===== src/rtl/pong_pkg.sv =====
// Shared geometry, colour constants and game-state encoding for the pong renderer.
// Coordinates are widened to 12-bit signed so that paddle-bottom sums and negative steps never wrap.
package pong_pkg;
    typedef logic signed [11:0] coord_t;

    localparam coord_t BALL    = 12'sd8;
    localparam coord_t PAD_W   = 12'sd8;
    localparam coord_t PAD_H   = 12'sd64;
    localparam coord_t PAD_L_X = 12'sd16;
    localparam coord_t PAD_R_X = 12'sd616;
    localparam coord_t SPEED   = 12'sd2;
    localparam coord_t FIELD_W = 12'sd640;
    localparam coord_t FIELD_H = 12'sd480;

    localparam int         HOLD_FRAMES = 60;
    localparam logic [5:0] HOLD_LOAD   = 6'(HOLD_FRAMES - 1);

    localparam logic [9:0] BALL_X0   = 10'd316;
    localparam logic [9:0] BALL_Y0   = 10'd236;
    localparam logic [9:0] TICK_LINE = 10'd480;
    localparam logic [9:0] NET_X0    = 10'd319;
    localparam logic [9:0] NET_X1    = 10'd320;

    localparam logic [11:0] RGB_BLACK  = 12'h000;
    localparam logic [11:0] RGB_BALL   = 12'hFFF;
    localparam logic [11:0] RGB_PADDLE = 12'h0F0;
    localparam logic [11:0] RGB_NET    = 12'h888;

    typedef enum logic [1:0] {
        ST_IDLE,
        ST_PLAY,
        ST_SCORED
    } game_state_t;

    function automatic coord_t to_coord(input logic [9:0] v);
        return $signed({2'b00, v});
    endfunction

    // Half-open span test: lo .. lo+size-1
    function automatic logic in_span(input coord_t p, input coord_t lo, input coord_t size);
        return (p >= lo) && (p < lo + size);
    endfunction

    function automatic logic rows_overlap(input coord_t ball_top, input coord_t pad_top);
        return (ball_top + BALL > pad_top) && (ball_top < pad_top + PAD_H);
    endfunction
endpackage


===== src/rtl/pong_ball_ctrl.sv =====
// Ball physics and serve/play/score FSM; state advances only on frame_tick.
// Score pulses are combinational so they coincide with the frame_tick cycle.
module pong_ball_ctrl
    import pong_pkg::*;
(
    input  logic        clk_100MHz,
    input  logic        rst,
    input  logic        frame_tick,
    input  logic        serve,
    input  logic [9:0]  pad_l_y,
    input  logic [9:0]  pad_r_y,
    output logic [9:0]  ball_x,
    output logic [9:0]  ball_y,
    output game_state_t state,
    output logic        score_l,
    output logic        score_r
);
    game_state_t state_nxt;
    logic [9:0]  x_nxt, y_nxt;
    logic        dx_neg, dy_neg, dx_neg_nxt, dy_neg_nxt;
    logic [5:0]  hold, hold_nxt;
    logic        serve_pending, serve_pending_nxt;
    logic        last_r, last_r_nxt;
    coord_t      xs, ys, pl, pr, dx, dy, nx, ny;

    always_ff @(posedge clk_100MHz or negedge rst) begin
        if (!rst) begin
            state         <= ST_IDLE;
            ball_x        <= BALL_X0;
            ball_y        <= BALL_Y0;
            dx_neg        <= 1'b0;
            dy_neg        <= 1'b0;
            hold          <= '0;
            serve_pending <= 1'b0;
            last_r        <= 1'b0;
        end else begin
            state         <= state_nxt;
            ball_x        <= x_nxt;
            ball_y        <= y_nxt;
            dx_neg        <= dx_neg_nxt;
            dy_neg        <= dy_neg_nxt;
            hold          <= hold_nxt;
            serve_pending <= serve_pending_nxt;
            last_r        <= last_r_nxt;
        end
    end

    always_comb begin
        state_nxt         = state;
        x_nxt             = ball_x;
        y_nxt             = ball_y;
        dx_neg_nxt        = dx_neg;
        dy_neg_nxt        = dy_neg;
        hold_nxt          = hold;
        serve_pending_nxt = serve_pending;
        last_r_nxt        = last_r;
        score_l           = 1'b0;
        score_r           = 1'b0;

        xs = to_coord(ball_x);
        ys = to_coord(ball_y);
        pl = to_coord(pad_l_y);
        pr = to_coord(pad_r_y);
        dx = dx_neg ? -SPEED : SPEED;
        dy = dy_neg ? -SPEED : SPEED;
        nx = xs + dx;
        ny = ys + dy;

        if (state == ST_IDLE && serve)
            serve_pending_nxt = 1'b1;

        if (frame_tick) begin
            case (state)
                ST_IDLE: begin
                    if (serve_pending || serve) begin
                        state_nxt         = ST_PLAY;
                        serve_pending_nxt = 1'b0;
                        dy_neg_nxt        = 1'b0;
                    end
                end
                ST_PLAY: begin
                    if (ny <= 0) begin
                        y_nxt      = '0;
                        dy_neg_nxt = 1'b0;
                    end else if (ny >= FIELD_H - BALL) begin
                        y_nxt      = 10'(FIELD_H - BALL);
                        dy_neg_nxt = 1'b1;
                    end else begin
                        y_nxt = ny[9:0];
                    end
                    // Paddle tests use the pre-move row; a hit outranks a miss.
                    if (dx_neg && nx <= PAD_L_X + PAD_W && rows_overlap(ys, pl)) begin
                        x_nxt      = 10'(PAD_L_X + PAD_W);
                        dx_neg_nxt = 1'b0;
                    end else if (nx <= 0) begin
                        score_r    = 1'b1;
                        x_nxt      = '0;
                        state_nxt  = ST_SCORED;
                        hold_nxt   = HOLD_LOAD;
                        last_r_nxt = 1'b1;
                    end else if (!dx_neg && nx + BALL >= PAD_R_X && rows_overlap(ys, pr)) begin
                        x_nxt      = 10'(PAD_R_X - BALL);
                        dx_neg_nxt = 1'b1;
                    end else if (nx >= FIELD_W - BALL) begin
                        score_l    = 1'b1;
                        x_nxt      = 10'(FIELD_W - BALL);
                        state_nxt  = ST_SCORED;
                        hold_nxt   = HOLD_LOAD;
                        last_r_nxt = 1'b0;
                    end else begin
                        x_nxt = nx[9:0];
                    end
                end
                ST_SCORED: begin
                    if (hold == '0) begin
                        state_nxt  = ST_IDLE;
                        x_nxt      = BALL_X0;
                        y_nxt      = BALL_Y0;
                        dx_neg_nxt = last_r;
                    end else begin
                        hold_nxt = hold - 6'd1;
                    end
                end
                default: state_nxt = ST_IDLE;
            endcase
        end
    end
endmodule


===== src/rtl/pong_frame_renderer.sv =====
// Pong top level: start-of-vblank detection, per-frame paddle capture and the
// registered pixel colour; ball motion and game flow live in pong_ball_ctrl.
module pong_frame_renderer
    import pong_pkg::*;
(
    input  logic        clk_100MHz,
    input  logic        rst,
    input  logic        clk_VGA,
    input  logic [9:0]  h_count,
    input  logic [9:0]  v_count,
    input  logic        vid_on,
    input  logic [9:0]  paddle_l_y,
    input  logic [9:0]  paddle_r_y,
    input  logic        serve,
    output logic [11:0] rgb,
    output logic [9:0]  ball_x,
    output logic [9:0]  ball_y,
    output logic        score_l,
    output logic        score_r,
    output logic        frame_tick
);
    logic [9:0]  pad_l_q, pad_r_q;
    game_state_t game_state;
    logic [11:0] pix_p0;
    logic        on_ball, on_pad, on_net;
    coord_t      hc, vc;

    // Gated by rst so no tick or score pulse can escape while reset is held.
    assign frame_tick = rst && clk_VGA && (h_count == '0) && (v_count == TICK_LINE);

    always_ff @(posedge clk_100MHz or negedge rst) begin
        if (!rst) begin
            pad_l_q <= '0;
            pad_r_q <= '0;
        end else if (frame_tick) begin
            pad_l_q <= paddle_l_y;
            pad_r_q <= paddle_r_y;
        end
    end

    pong_ball_ctrl u_ball (
        .clk_100MHz (clk_100MHz),
        .rst        (rst),
        .frame_tick (frame_tick),
        .serve      (serve),
        .pad_l_y    (pad_l_q),
        .pad_r_y    (pad_r_q),
        .ball_x     (ball_x),
        .ball_y     (ball_y),
        .state      (game_state),
        .score_l    (score_l),
        .score_r    (score_r)
    );

    // Stage p0: classify the current pixel against ball, paddles and net.
    always_comb begin
        hc      = to_coord(h_count);
        vc      = to_coord(v_count);
        on_ball = in_span(hc, to_coord(ball_x), BALL) && in_span(vc, to_coord(ball_y), BALL);
        on_pad  = (in_span(hc, PAD_L_X, PAD_W) && in_span(vc, to_coord(pad_l_q), PAD_H)) ||
                  (in_span(hc, PAD_R_X, PAD_W) && in_span(vc, to_coord(pad_r_q), PAD_H));
        on_net  = ((h_count == NET_X0) || (h_count == NET_X1)) && !v_count[4];
        pix_p0  = RGB_BLACK;
        if (!vid_on)
            pix_p0 = RGB_BLACK;
        else if (on_ball && game_state != ST_SCORED)
            pix_p0 = RGB_BALL;
        else if (on_pad)
            pix_p0 = RGB_PADDLE;
        else if (on_net)
            pix_p0 = RGB_NET;
    end

    // Stage p1: colour register advances only on pixel enables.
    always_ff @(posedge clk_100MHz or negedge rst) begin
        if (!rst)
            rgb <= RGB_BLACK;
        else if (clk_VGA)
            rgb <= pix_p0;
    end
endmodule

===== config.mk =====
export PLATFORM = sky130hd
export DESIGN_NAME = pong_frame_renderer
export DESIGN_NICKNAME = d
export VERILOG_FILES = /design/src/rtl/pong_pkg.sv /design/src/rtl/pong_ball_ctrl.sv /design/src/rtl/pong_frame_renderer.sv
export SDC_FILE = /design/constraint.sdc
export NUM_CORES = 1
export LEC_CHECK = 0
export ABC_AREA = 1
export CAP_MARGIN = 20
export CORE_MARGIN = 2
export CORE_UTILIZATION = 55
export CTS_BUF_LIST = sky130_fd_sc_hd__clkbuf_8
export CTS_CLUSTER_SIZE = 14
export DETAILED_ROUTE_END_ITERATION = 8
export PLACE_DENSITY_LB_ADDON = 0.15
export REMOVE_ABC_BUFFERS = 1
export SYNTH_ARGS = -nofsm -noshare
export SYNTH_HDL_FRONTEND = slang
export SYNTH_SLANG_ARGS = --single-unit
export TNS_END_PERCENT = 5

===== constraint.sdc =====
create_clock -name clk_100MHz -period 3.29 [get_ports clk_100MHz]
set_input_delay 0.658 -clock clk_100MHz [delete_from_list [all_inputs] [get_ports clk_100MHz]]
set_output_delay 0.658 -clock clk_100MHz [all_outputs]
set_load 0.005 [all_outputs]

* Word level (Yosys, flattened, before mapping) *
Cells that the tools add are included.

cells by class
  add/sub/neg operators = 8
  order comparisons = 22
  equality and inequality tests = 16
  muxes and demuxes = 55
  bitwise operators = 1
  reductions and logical operators = 38

operators by type and width
  cell                                                             count
  two-way mux 10 bit                                               8
  two-way mux 12 bit                                               6
  < comparator 11 x 12 -> 1 bit                                    5
  >= comparator 10 bit                                             4
  one-hot mux 10 bit (2 select lines)                              2
  equality test 10 x 9 -> 1 bit, second input constant             3
  two-way mux 6 bit                                                5
  adder 11 x 12 -> 12 bit                                          2
  >= comparator 12 x 11 -> 1 bit, second input constant            2
  greater-than comparator 12 x 11 -> 1 bit                         2
  less-or-equal comparator 12 x 1 -> 1 bit, second input constant  2
  two-way mux 1 bit                                                24
  adder 10 x 4 -> 11 bit, second input constant                    2
  adder 10 x 7 -> 11 bit, second input constant                    2
  logical AND 1 bit                                                21
  adder 12 x 5 -> 12 bit, second input constant                    1
  >= comparator 12 x 10 -> 1 bit, second input constant            1
  less-or-equal comparator 12 x 6 -> 1 bit, second input constant  1
  two-way mux 2 bit                                                6
  one-hot mux 6 bit (2 select lines)                               1
  AND reduction 6 bit                                              2
  < comparator 10 x 11 -> 1 bit                                    1
  >= comparator 10 bit, second input constant                      1
  >= comparator 10 x 5 -> 1 bit, second input constant             1
  other kinds (21)                                                 35

storage, ports and cells
  flip-flop bits (word level) = 64
  output and inout bits = 35
  logic and storage cells = 151

* Depth between registers and ports, before layout *
Gate-level depths: netlist of the first run.

  depth in word-level cells = 11
  mapped depth = 23

* Modules after synthesis *
Synthesis of the first run repeated with hierarchy kept, for this count alone.

second synthesis, totals
  cells, all modules = 1052
  area, all modules = 7059.3 µm²

modules (own cells, without submodules)
  module               instances  cells an instance  area each (µm²)  sequential area each (µm²)
  pong_ball_ctrl       1          589                3937.5           763.2
  pong_frame_renderer  1          463                3121.7           600.6

* Least setup slack after synthesis of the first run *
OpenSTA, ideal clock, no wires.

  path type = register to output
  start = reg u_ball.dx_neg
  end = out score_l
  arrival = 2450 ps
  required time = 2632 ps
  setup slack = 182 ps
  stages on the path, launching flop included = 19
  path buffers = 1
  path through = dfrtp_1 -> ha_1 -> buf_6 -> a21oi_1 -> nand3_1 -> nand2_1 -> inv_1 -> ha_1 -> a21oi_1 -> nand2_1 -> nand2_1 -> nor2_1 -> nand3_1 -> nand3_1 -> nand2_1 -> nand2_2 -> nand2_4 -> nand2_4 -> nor2_1

on the way
  word-level cells in the longest chain between the ends = 11
  elaborated cells between the ends (all ways) = 18

ends and longest elaborated chain
  element                         RTL line                   text
  start, declared                 pong_ball_ctrl.sv:20       logic dx_neg, dy_neg, dx_neg_nxt, dy_neg_nxt;
  start signal, assigned          pong_ball_ctrl.sv:40       dx_neg <= dx_neg_nxt;
  two-way mux 12 bit              pong_ball_ctrl.sv:64       dx = dx_neg ? -SPEED : SPEED;
  adder 11 x 12 -> 12 bit         pong_ball_ctrl.sv:66       nx = xs + dx;
  adder 12 x 5 -> 12 bit          pong_ball_ctrl.sv:101      end else if (!dx_neg && nx + BALL >= PAD_R_X && rows_overlap(ys, pr)) begin
  >= comparator 12 x 11 -> 1 bit  pong_ball_ctrl.sv:101
  logical AND 1 bit (2 in a row)  pong_ball_ctrl.sv:101
  two-way mux 1 bit               pong_ball_ctrl.sv:101
  two-way mux 1 bit               pong_ball_ctrl.sv:95       end else if (nx <= 0) begin
  two-way mux 1 bit *             pong_ball_ctrl.sv:92       if (dx_neg && nx <= PAD_L_X + PAD_W && rows_overlap(ys, pl)) begin
  two-way mux 1 bit *             pong_ball_ctrl.sv:73       case (state)
  two-way mux 1 bit *             pong_ball_ctrl.sv:72       if (frame_tick) begin
  end, declared                   pong_frame_renderer.sv:18  output logic score_l,

Every way passes the cells marked *; elsewhere a longest branch is shown, timed or not.

* Final worst setup path of the first run *
  start = reg u_ball.ball_y[3]
  end = out score_r

on the way
  word-level cells in the longest chain between the ends = 7
  elaborated cells between the ends (all ways) = 8

ends and longest elaborated chain
  element                                   RTL line                   text
  start, declared                           pong_ball_ctrl.sv:13       output logic [9:0] ball_y,
  start signal, assigned                    pong_ball_ctrl.sv:39       ball_y <= y_nxt;
  adder 10 x 4 -> 11 bit                    pong_pkg.sv:45             return (ball_top + BALL > pad_top) && (ball_top < pad_top + PAD_H);
  greater-than comparator 12 x 11 -> 1 bit  pong_pkg.sv:45
  logical AND 1 bit *                       pong_pkg.sv:45
  logical AND 1 bit *                       pong_ball_ctrl.sv:92
  two-way mux 1 bit *                       pong_ball_ctrl.sv:92
  two-way mux 1 bit *                       pong_ball_ctrl.sv:73
  two-way mux 1 bit *                       pong_ball_ctrl.sv:72
  end, declared                             pong_frame_renderer.sv:19  output logic score_r,

Marks and branches as above.

==> impl_results.md, run 1 <==
- Max-slew violations: 0
- Clock Skews: 0.008113 ns
- Synth top area share: around 22%
- CTS tree: yes
- DPL Wire Length: around 16,000 microns
- Post-route design area: between 9000 and 10,000 sq um
- Global-route wire length before repair: about 33,000 microns
- Worst Path Max Fanout: 3
- Critical-path cell list: ha_4 -> nand3_4 -> nor2_1 -> nand2_1 -> xor2_2 -> inv_2 -> ha_4 -> nand4_1 -> nor2_1 -> nor2_2 -> nor3_2 -> nand2_1 -> inv_2 -> nor2_4 -> nand2_2 -> buf_6 -> nor2_2 -> buf_2
- CP top delay family: simple AND/OR/NAND/NOR gates
- Core footprint: 12,010 sq um
- Worst slew pin tran: about 0.7 ns
- Max-Cap Viols: 0
- Vias in the first global route: roughly 7,000
- Final Total Pwr: between 1 and 1.5 mW
- Post-Route Utilization: about three quarters
- Distinct cells, synth: 56
- Final min period: ~3.7 ns
- Top cells by count, synth: nand2_1 (230), inv_1 (130), ha_1 (122), nor2_1 (77), nand3_1 (74)
- Starting Density: between 50% and 60%
- Sequential Area: approximately 1400 sq um
- Worst Hold Class: register to register
- Critical Path AT: 3.08 ns
- Placement Rows: 40
- Pin count of the biggest net entering global routing: 55
- Placed Cells: roughly 1,300
- Share of post-route cells with drive strength above 1: roughly 20%
- Antenna-violating nets left: 0
- Area leader, netlist: ha_1
- Final WL: 20,840 microns
- CTS buffer count: 5
- Area Overhead vs Synth: 33.55%
- Max Fclk: approximately 270 MHz
- Pwr Density: roughly 140 nW/um^2
- Placer Congestion: around 0.94
- Antenna violations before repair: 0
- Unrepaired setup endpoints after global routing: yes
- Async set-reset flop share out of synthesis: 100.0%
- Number of synthesized flops with an enable pin: 0
- Endpoint type of the worst setup path: output port
- M1 wire length: ~9400 microns
- WL met3: 1497 microns
- Cells after Synth: between 900 and 1,000
- Gr usage total: about a third
- # diodes: 0
- Worst R2R Start: u_ball.ball_y[3]
- Die Y: about 120 microns
- Worst EP required: 2.63 ns
- CP endpoint: score_r
- Non-Filler Instances: between 1,000 and 1,500
- Slowest CP cell: dfstp_2
- Clock sink count: 54
- Worst vdd ir: around 0.00018 V
- Port bufs: 77
- Reg2reg end: u_ball.ball_x[2]
- R2R depth: 25
- Top cells by area, synth: ha_1 (22%), dfrtp_1 (16%), nand2_1 (13%), inv_1 (7.2%), nand3_1 (5.5%)
- Register clock-pin slew on the reported worst setup and hold paths: roughly 0.1 ns
- H-tree levels: 2
- Fin. Hold Viols: 0
- Register-to-register setup slack: -0.36 ns
- Post-Syn Area per Cell: 6.964 sq um
- Seq/Total Area, Yosys: 20.08%
- Avg WL per Cell: ~16 microns
- Startpoint Class: register
- Failing checks: negative setup slack
- Gr ovfl total: 0
- Final Cycle Share: 113.5%
- Outcome: finished, violations left
- Worst path depth: 18
- Nets@finish: 1,353
- Yosys reg bits: 54
- Via density: approximately 5.5
- Primary FF master, synth: dfrtp_1
- DR vias: 7,373
- Number of detailed-route iterations in the first pass: 5
- Worst Path Buf+Inv: 4
- Slew margin rel.: a little over half
- Clk_lat worst skew: about 0.34 ns
- Filler cell count: a little over 900
- Post-Syn Area: approximately 6800 sq um
- Setup CP Type: register to output port
- # IOs: 80
- Critical path origin: u_ball.ball_y[3]
- Biggest cell delay along the critical path: 0.56 ns
- Die X-Extent: about 120 microns
- DRC violations left: 0
- Met2 wire len: between 9000 and 10,000 microns
- Root Driver: clkbuf_8
- Multi-input gate area: roughly 5100 sq um
- Max Used Layer: met4
- Syn. warnings: 0
- Die Area: 13,250 sq um
- CTS max path bufs: 2
- Cell Area, Placed: about 8500 sq um
- Most frequent cell after synthesis: nand2_1
- Final setup slack of the worst path: -0.4457 ns
- Final setup violating endpoints: 3
- Initial detailed-routing violation count: 524
- Leak pwr: roughly 4.7 nW
area by class of cell:
type / instances / share of cell area, %
sequential: 54 / 15.05
clock buffer: 6 / 0.9106
inverter: 136 / 5.643
multi-input combinational: 769 / 55.77
tap: 147 / 2.028
timing repair buffer: 218 / 20.50
clock inverter: 2 / 0.09658
worst reg2reg max path, stage by stage, from the launching register on:
cell	delay, ns
dfstp_2	0.56
ha_4	0.15
nand3_4	0.07
nor2_1	0.11
nand2_1	0.11
xor2_2	0.19
inv_2	0.09
ha_4	0.29
nand4_1	0.17
nor2_1	0.19
nor2_2	0.06
nor3_2	0.16
nand2_1	0.12
buf_4	0.15
buf_6	0.11
buf_6	0.10
buf_6	0.11
buf_6	0.11
buf_6	0.10
buf_6	0.10
buf_6	0.10
buf_6	0.10
buf_6	0.10
buf_6	0.10
nand4_1	0.07
a22oi_1	0.07
worst min path at each step:
stage / slack [ns] / from / cells past startpoint / end
final: 0.51 / u_ball.hold[5] / 2 / u_ball.hold[5]
after global placement: 0.48 / u_ball.hold[5] / 2 / u_ball.hold[5]
after global routing: 0.54 / u_ball.hold[5] / 2 / u_ball.hold[5]
after detailed placement: 0.49 / u_ball.hold[5] / 2 / u_ball.hold[5]
after CTS: 0.51 / u_ball.hold[5] / 2 / u_ball.hold[5]
after floorplan: 0.36 / rst / 0 / pad_l_q[0]
kinds of logic after synthesis:
group | count (synthesis) | share of synthesized area, %
adders and majority gates | 124 | 23.07
AOI/OAI and AO/OA | 144 | 12.13
and+or+nand+nor | 476 | 32.45
other | 1 | 0.05523
buffers and inverters | 153 | 9.139
xor gates and xnor gates | 23 | 3.077
DFF | 54 | 20.08
flip-flops by register name, summed over array words and instances, names as in the netlist:
name,count
u_ball.ball_x,9
pad_l_q,10
u_ball.ball_y,9
pad_r_q,10
u_ball.dx_neg,1
u_ball.hold,6
u_ball.serve_pending,1
u_ball.dy_neg,1
rgb,4
u_ball.last_r,1
u_ball.state,2
per-layer routing:
| metal | track usage, % | vias to the layer above |
|---|---|---|
| met5 | 0 | - |
| met4 | 7.631 | 0 |
| met3 | 4.481 | 39 |
| met2 | 53.49 | 274 |
| met1 | 42.98 | 3380 |
| li1 | - | 3680 |
layout by cell type (no fill, tap or decap), types with 7 or more instances in the layout:
cell / n
a21oi_1: 50
dfrtp_1: 43
nor3_1: 14
inv_2: 8
nand4_1: 30
buf_4: 129
ha_1: 114
nand2_2: 14
o21ai_0: 49
buf_6: 12
dfstp_2: 10
nor2_2: 9
ha_4: 8
nor2_1: 69
o21bai_1: 7
clkdlybuf4s50_1: 74
inv_1: 128
nand3_1: 70
xor2_1: 13
nand2_1: 228
nand3_2: 7
timing repair:
item,in CTS,in global routing
hold buffers,0,0
gates resized for setup,46,22
endpoints found under the setup margin,3,12
pin swaps,18,20
buffers inserted,20,3
metrics by stage:
| step | setup WS [ns] | TNS, ns | hold WS [ns] |
|---|---|---|---|
| floorplan | 0.1305 | 0 | 0.3624 |
| global placement | -0.2562 | -0.5566 | 0.4828 |
| detailed placement | -0.3582 | -0.7652 | 0.4903 |
| CTS | -0.2949 | -0.6622 | 0.5137 |
| global route | -0.5302 | -2.278 | 0.5403 |
| finish | -0.4457 | -1.233 | 0.5099 |
where the power goes:
group / internal, mW / switching, mW / total [mW]
Clock: 0.168 / 0.237 / 0.404
Sequential: 0.664 / 0.0000365 / 0.664
Combinational: 0.0975 / 0.101 / 0.199
Total: 0.929 / 0.338 / 1.27
Note: power is estimated with default switching activity, not from simulation.
==> inputs of run 2 (changes only) <==
--- a/config.mk
+++ b/config.mk
@@ -8,7 +8,7 @@
 export ABC_AREA = 1
 export CAP_MARGIN = 20
 export CORE_MARGIN = 2
-export CORE_UTILIZATION = 55
+export CORE_UTILIZATION = 45
 export CTS_BUF_LIST = sky130_fd_sc_hd__clkbuf_8
 export CTS_CLUSTER_SIZE = 14
 export DETAILED_ROUTE_END_ITERATION = 8
==> run 2 against run 1 <==
The flow still finishes with violations (negative setup slack). Hold slack got worse by 0.0013 ns. Maximum frequency grew 4.7%. Clock power up 15%. Flip-flop and latch count stayed put. Setup slack gained 0.17 ns. Power rose by 4.6%. Register-to-register slack better by 0.53 ns. Final cell count is 2.0% higher. Sequential share of layout area about the same. Die area increased by 21%. Critical path type unchanged. Largest cell class unchanged. Highest routed layer unchanged.
==> impl_results.md, run 2 (synthesized netlist as in run 1, its figures left out) <==
- Outcome: finished, violations left
- Failing checks: negative setup slack
- # IOs: 80
- DR vias: around 7,100
- Final min period: 3.567 ns
- Placer Congestion: around 0.90
- Worst EP required: about 2.6 ns
- Root Driver: clkbuf_8
- Die X-Extent: about 130 microns
- Cell Area, Placed: 8581 sq um
- DPL Wire Length: approximately 16,000 microns
- Antenna-violating nets left: 0
- Placed Cells: approximately 1,300
- Area Overhead vs Synth: 33.20%
- Worst vdd ir: about 0.00016 V
- Antenna violations before repair: 0
- Clk_lat worst skew: 0.34 ns
- DRC violations left: 0
- Worst Hold Class: register to register
- Startpoint Class: register
- Max Fclk: between 200 and 300 MHz
- CTS buffer count: 5
- Share of post-route cells with drive strength above 1: roughly 20%
- Worst slew pin tran: between 0.7 and 0.8 ns
- Max-slew violations: 0
- Number of detailed-route iterations in the first pass: 5
- Placement Rows: 44
- CTS tree: yes
- Biggest regs: pad_l_q x10, pad_r_q x10
- Most frequent cells in the layout: nand2_1 (222), buf_4 (128), inv_1 (127)
- Critical path origin: u_ball.ball_y[3]
- Worst R2R Start: u_ball.ball_y[3]
- Fin. Hold Viols: 0
- Starting Density: a little under half
- Final setup violating endpoints: 3
- Critical Path AT: around 2.9 ns
- Pwr Density: about 150 nW/um^2
- Setup CP Type: register to output port
- Hold buffer count at cts: 0
- Clock sink count: 54
- Port bufs: between 70 and 80
- Reg2reg end: u_ball.ball_x[6]
- Die Area: approximately 16,000 sq um
- H-tree levels: 2
- Leading cell type in the layout, fill and taps excluded: nand2_1
- # diodes: 0
- Via density: roughly 5.2
- CTS max path bufs: 2
- Final Total Pwr: between 1 and 1.5 mW
- Gr ovfl total: 0
- Leak pwr: 4.678 nW
- Clock Skews: between 0.01 and 0.015 ns
- Slew margin rel.: roughly half
- Die Y: 126.8 microns
- Initial detailed-routing violation count: 400
- Non-Filler Instances: ~1,400
- Register clock-pin slew on the reported worst setup and hold paths: 0.10 ns
- Unrepaired setup endpoints after global routing: yes
- Core footprint: around 15,000 sq um
- R2R depth: 19
- Endpoint type of the worst setup path: output port
- CP endpoint: score_l
- Final Cycle Share: 108.4%
- Post-route design area: ~9000 sq um
- Hold Path Stages: 2
- Vias in the first global route: 6,748
- Max-Cap Viols: 0
- Final setup slack of the worst path: -0.2774 ns
- Avg WL per Cell: about 15 microns
- Final WL: 20,130 microns
- Nets@finish: ~1,300
- Worst Path Max Fanout: 2
- Filler cell count: 1,336
- Pin count of the biggest net entering global routing: between 50 and 60
- Setup TNS: -0.4934 ns
- Register-to-register setup slack: 0.17 ns
- Global-route wire length before repair: 32,910 microns
- Gr usage total: between 20% and 30%
-- run 2: cell types whose count changed in the layout (fill, tap and decap cells not counted), sizes merged --
| cell | before | now |
|---|---|---|
| buf | 144 | 133 |
| inv | 136 | 137 |
| clkbuf | 6 | 5 |
| bufinv | 0 | 1 |
| clkinv | 2 | 1 |
-- run 2: worst min-delay path by stage --
stage                   startpoint             end  slack [ns]
floorplan                      rst      pad_l_q[0]        0.36
global placement    u_ball.hold[5]  u_ball.hold[5]        0.48
detailed placement  u_ball.hold[0]  u_ball.hold[0]        0.49
CTS                 u_ball.hold[0]  u_ball.hold[0]        0.51
global route        u_ball.hold[1]  u_ball.hold[1]        0.54
finish              u_ball.hold[1]  u_ball.hold[1]        0.51
-- run 2: cell type report --
type / count / area [sq um] / area share, %
multi-input cells: 769 / 5094 / 56.31
repair buffers: 207 / 1739 / 19.23
flip-flops and latches: 54 / 1365 / 15.09
inverters: 136 / 510.5 / 5.644
well taps: 184 / 230.2 / 2.545
clock buffers: 5 / 68.82 / 0.7608
clock inverters: 3 / 37.54 / 0.4150
-- run 2: power by group --
group	total (mW)	leakage [nW]	switching [mW]	internal (mW)
Clock	0.465	0.0607	0.242	0.222
Sequential	0.664	0.572	0.0000378	0.664
Combinational	0.197	4.05	0.100	0.0967
-- run 2: per-stage QoR --
stage | util, % | hold WS, ns | setup WS [ns]
after floorplan | - | 0.3624 | 0.1305
after global placement | 58.60 | 0.4794 | -0.2801
after detailed placement | 58.60 | 0.4875 | -0.3580
after CTS | 60.06 | 0.5121 | -0.2905
after global routing | 61.77 | 0.5432 | -0.4453
final | 61.77 | 0.5086 | -0.2774
-- run 2: what timing repair did --
item | in CTS | in global routing
gates resized for setup | 27 | 45
buffers inserted | 3 | 7
pin swaps | 20 | 25
endpoints found under the setup margin | 3 | 9
-- run 2: per-layer routing --
layer	vias up	part of all wire, %	wire length [microns]	track usage [%]
met5	-	0	0	0
met4	0	1.8	365	6.981
met3	26	5.6	1122	4.175
met2	179	44	8799	40.64
met1	3241	49	9843	35.63
li1	3656	-	-	-
-- run 2: worst max-delay path, stage by stage (launching register included) --
cell and delay, ns:
dfstp_2 0.56, buf_4 0.13, nand3_4 0.10, xor2_2 0.17, inv_1 0.08, buf_4 0.14, ha_1 0.28, nand4_1 0.12
nor2_2 0.16, nand2_1 0.09, nand2_1 0.07, nand4_1 0.18, a21oi_4 0.20, nand2_4 0.08, nand2_4 0.07, nor2_2 0.03
buf_2 0.12
==> inputs of run 3 (changes only) <==
==> constraint.sdc (replaced) <==
create_clock -name clk_100MHz -period 4.6 [get_ports clk_100MHz]
set_input_delay 0.92 -clock clk_100MHz [delete_from_list [all_inputs] [get_ports clk_100MHz]]
set_output_delay 0.92 -clock clk_100MHz [all_outputs]
set_load 0.005 [all_outputs]
==> run 3 against run 2 <==
Final cell count decreased by 7.4%. First-iteration DRC count increased by 8.8%. Global-route usage decreased by 0.93 points. Clock power decreased by 40%. Power decreased by 33%. The run now ends clean. Clock skew decreased by 0.0045 ns. Core utilization decreased by 6.8 points. Cell area decreased by 11%. Sequential power decreased by 28%. Largest cell class unchanged. Critical endpoint unchanged.
==> impl_results.md, run 3 (synthesized netlist as in run 1, its figures left out) <==
- Seq pwr share: 53.8%
- Worst Path Max Fanout: 5
- Final min period: around 4.4 ns
- Avg WL per Cell: 15.32 microns
- Share of total power in the clock network: approximately a third
- Setup TNS: 0 ns
- Share of post-route cells with drive strength above 1: 9.506%
- Most frequent cells in the layout: nand2_1 (229), inv_1 (131), ha_1 (118)
- Placement Rows: 44
- Slew margin rel.: between 50% and 60%
- Register-to-register setup slack: around 1.5 ns
- CTS tree: yes
- Hold Slack: between 0.5 and 0.6 ns
- Final Cycle Share: around 95%
- R2R depth: 20
- Global-route wire length before repair: approximately 32,000 microns
- Sw frac: a little over a quarter
- Worst EP required: 3.68 ns
- Nets@finish: 1,241
- Final setup slack of the worst path: ~0.22 ns
- Final WL: 19,250 microns
- Clock Skews: slightly above 0.008 ns
- Initial detailed-routing violation count: 435
- Core footprint: roughly 15,000 sq um
- Outcome: complete, no violations
- Worst Hold Class: register to register
- Vias in the first global route: about 6,300
- Worst hold start: u_ball.hold[5]
- Clock sink count: between 50 and 60
- Number of detailed-route iterations in the first pass: 5
- Non-Filler Instances: between 1,000 and 1,500
- Starting Density: between 40 and 50%
- H-tree levels: 2
- Slowest CP cell: dfstp_2
- DRC violations left: 0
- Hold EP: u_ball.hold[5]
- Reg2reg end: u_ball.ball_x[5]
- Antenna violations before repair: 0
- P_int: around 640 uW
- Biggest regs: pad_l_q x10, pad_r_q x10
- Leading cell type in the layout, fill and taps excluded: nand2_1
- Post-Route Utilization: approximately 55%
- Final Total Pwr: around 880 uW
- Placed Cells: between 1,000 and 1,500
- Leak pwr: around 4.2 nW
- Comb pwr share: between 10% and 20%
- Via density: about 5.4
- Die Y: between 100 and 150 microns
- Cell Area, Placed: slightly below 8000 sq um
- Max-Cap Viols: 0
- Post-route design area: around 8000 sq um
- Worst vdd ir: 0.00009601 V
- Setup CP Type: register to output port
- Hold Path Stages: 2
- Startpoint Class: register
- Worst Path Buf+Inv: 3
- Worst path depth: 19
- Filler cell count: 1,478
- Gr ovfl total: 0
- Fin. Hold Viols: 0
- CTS max path bufs: 2
- Gr usage total: about a quarter
- Pwr Density: around 110 nW/um^2
- Place WS: about 0.44 ns
- Critical Path AT: ~3.5 ns
- Area Overhead vs Synth: 18.48%
- Worst R2R Start: u_ball.ball_y[3]
- Worst slew pin tran: roughly 0.73 ns
- CTS buffer count: 5
- Root Driver: clkbuf_8
- Antenna-violating nets left: 0
- Die Area: between 15,000 and 20,000 sq um
- Register clock-pin slew on the reported worst setup and hold paths: around 0.10 ns
- Max Fclk: 228.1 MHz
- DR vias: 6,780
- Placer Congestion: between 0.9 and 1
- Endpoint type of the worst setup path: output port
- Final setup violating endpoints: 0
- Pin count of the biggest net entering global routing: 55
- Port bufs: between 70 and 80
- Max-slew violations: 0
- Critical-path cell list: ha_4 -> nand3_2 -> nor2_1 -> nand2_1 -> xor2_1 -> inv_1 -> ha_4 -> nand2_1 -> inv_1 -> nand2_1 -> nor2_2 -> nand2_1 -> nand2_1 -> nand4_1 -> a21oi_4 -> nand2_4 -> nand2_4 -> nor2_1 -> clkdlybuf4s50_1
- # IOs: 80
- Biggest cell delay along the critical path: ~0.60 ns
- Clk_lat worst skew: between 0.3 and 0.4 ns
- Sw Pwr: ~240 uW
- # diodes: 0
- Die X-Extent: approximately 130 microns
- CP top delay family: simple AND/OR/NAND/NOR gates
- CP most frequent cell: nand2_1
- DPL Wire Length: 15,370 microns
-- run 3: repair_timing --
item / CTS / global route
setup endpoints to repair: 0 / 2
buffers inserted: 0 / 14
hold buffers: 0 / 0
gates resized for setup: 0 / 16
-- run 3: layer usage --
metal / up-vias / GRT usage [%] / part of all wire [%]
li1: 3448 / - / -
met1: 3131 / 35.91 / 50
met2: 179 / 37.82 / 43
met3: 22 / 3.838 / 6.0
met4: 0 / 5.753 / 1.5
met5: - / 0 / 0
-- run 3: cell type report --
cell class / instances / area (sq um) / share of cell area, %
Clock buffer: 5 / 68.82 / 0.8554
Clock inverter: 3 / 13.76 / 0.1711
Inverter: 136 / 510.5 / 6.345
Multi-Input combinational cell: 769 / 4870 / 60.53
Sequential cell: 54 / 1369 / 17.01
Tap cell: 184 / 230.2 / 2.862
Timing Repair Buffer: 106 / 983.4 / 12.22
-- run 3: worst max path at each step --
| stage | endpoint | slack (ns) | from |
|---|---|---|---|
| 2_1_floorplan | score_l | 1.18 | u_ball.dx_neg |
| 3_3_place_gp | score_r | 0.49 | u_ball.ball_y[3] |
| 3_5_place_dp | score_l | 0.44 | u_ball.ball_y[3] |
| 4_1_cts | score_l | 0.04 | u_ball.ball_y[3] |
| 5_1_grt | score_l | -0.02 | u_ball.ball_y[3] |
| 6_report | score_l | 0.22 | u_ball.ball_y[3] |
-- run 3: worst min-delay path, stage by stage (launching register included) --
cell and delay, ns:
dfrtp_1 0.37, nand2_1 0.06, nand2_1 0.05
-- run 3: power groups by stage --
stage | clock [mW] | combinational (mW) | sequential (mW)
after floorplan | 0 | 0.0441 | 0.484
after global placement | 0 | 0.128 | 0.484
after detailed placement | 0 | 0.129 | 0.484
after CTS | 0.291 | 0.129 | 0.475
after global routing | 0.303 | 0.146 | 0.475
final | 0.277 | 0.130 | 0.475
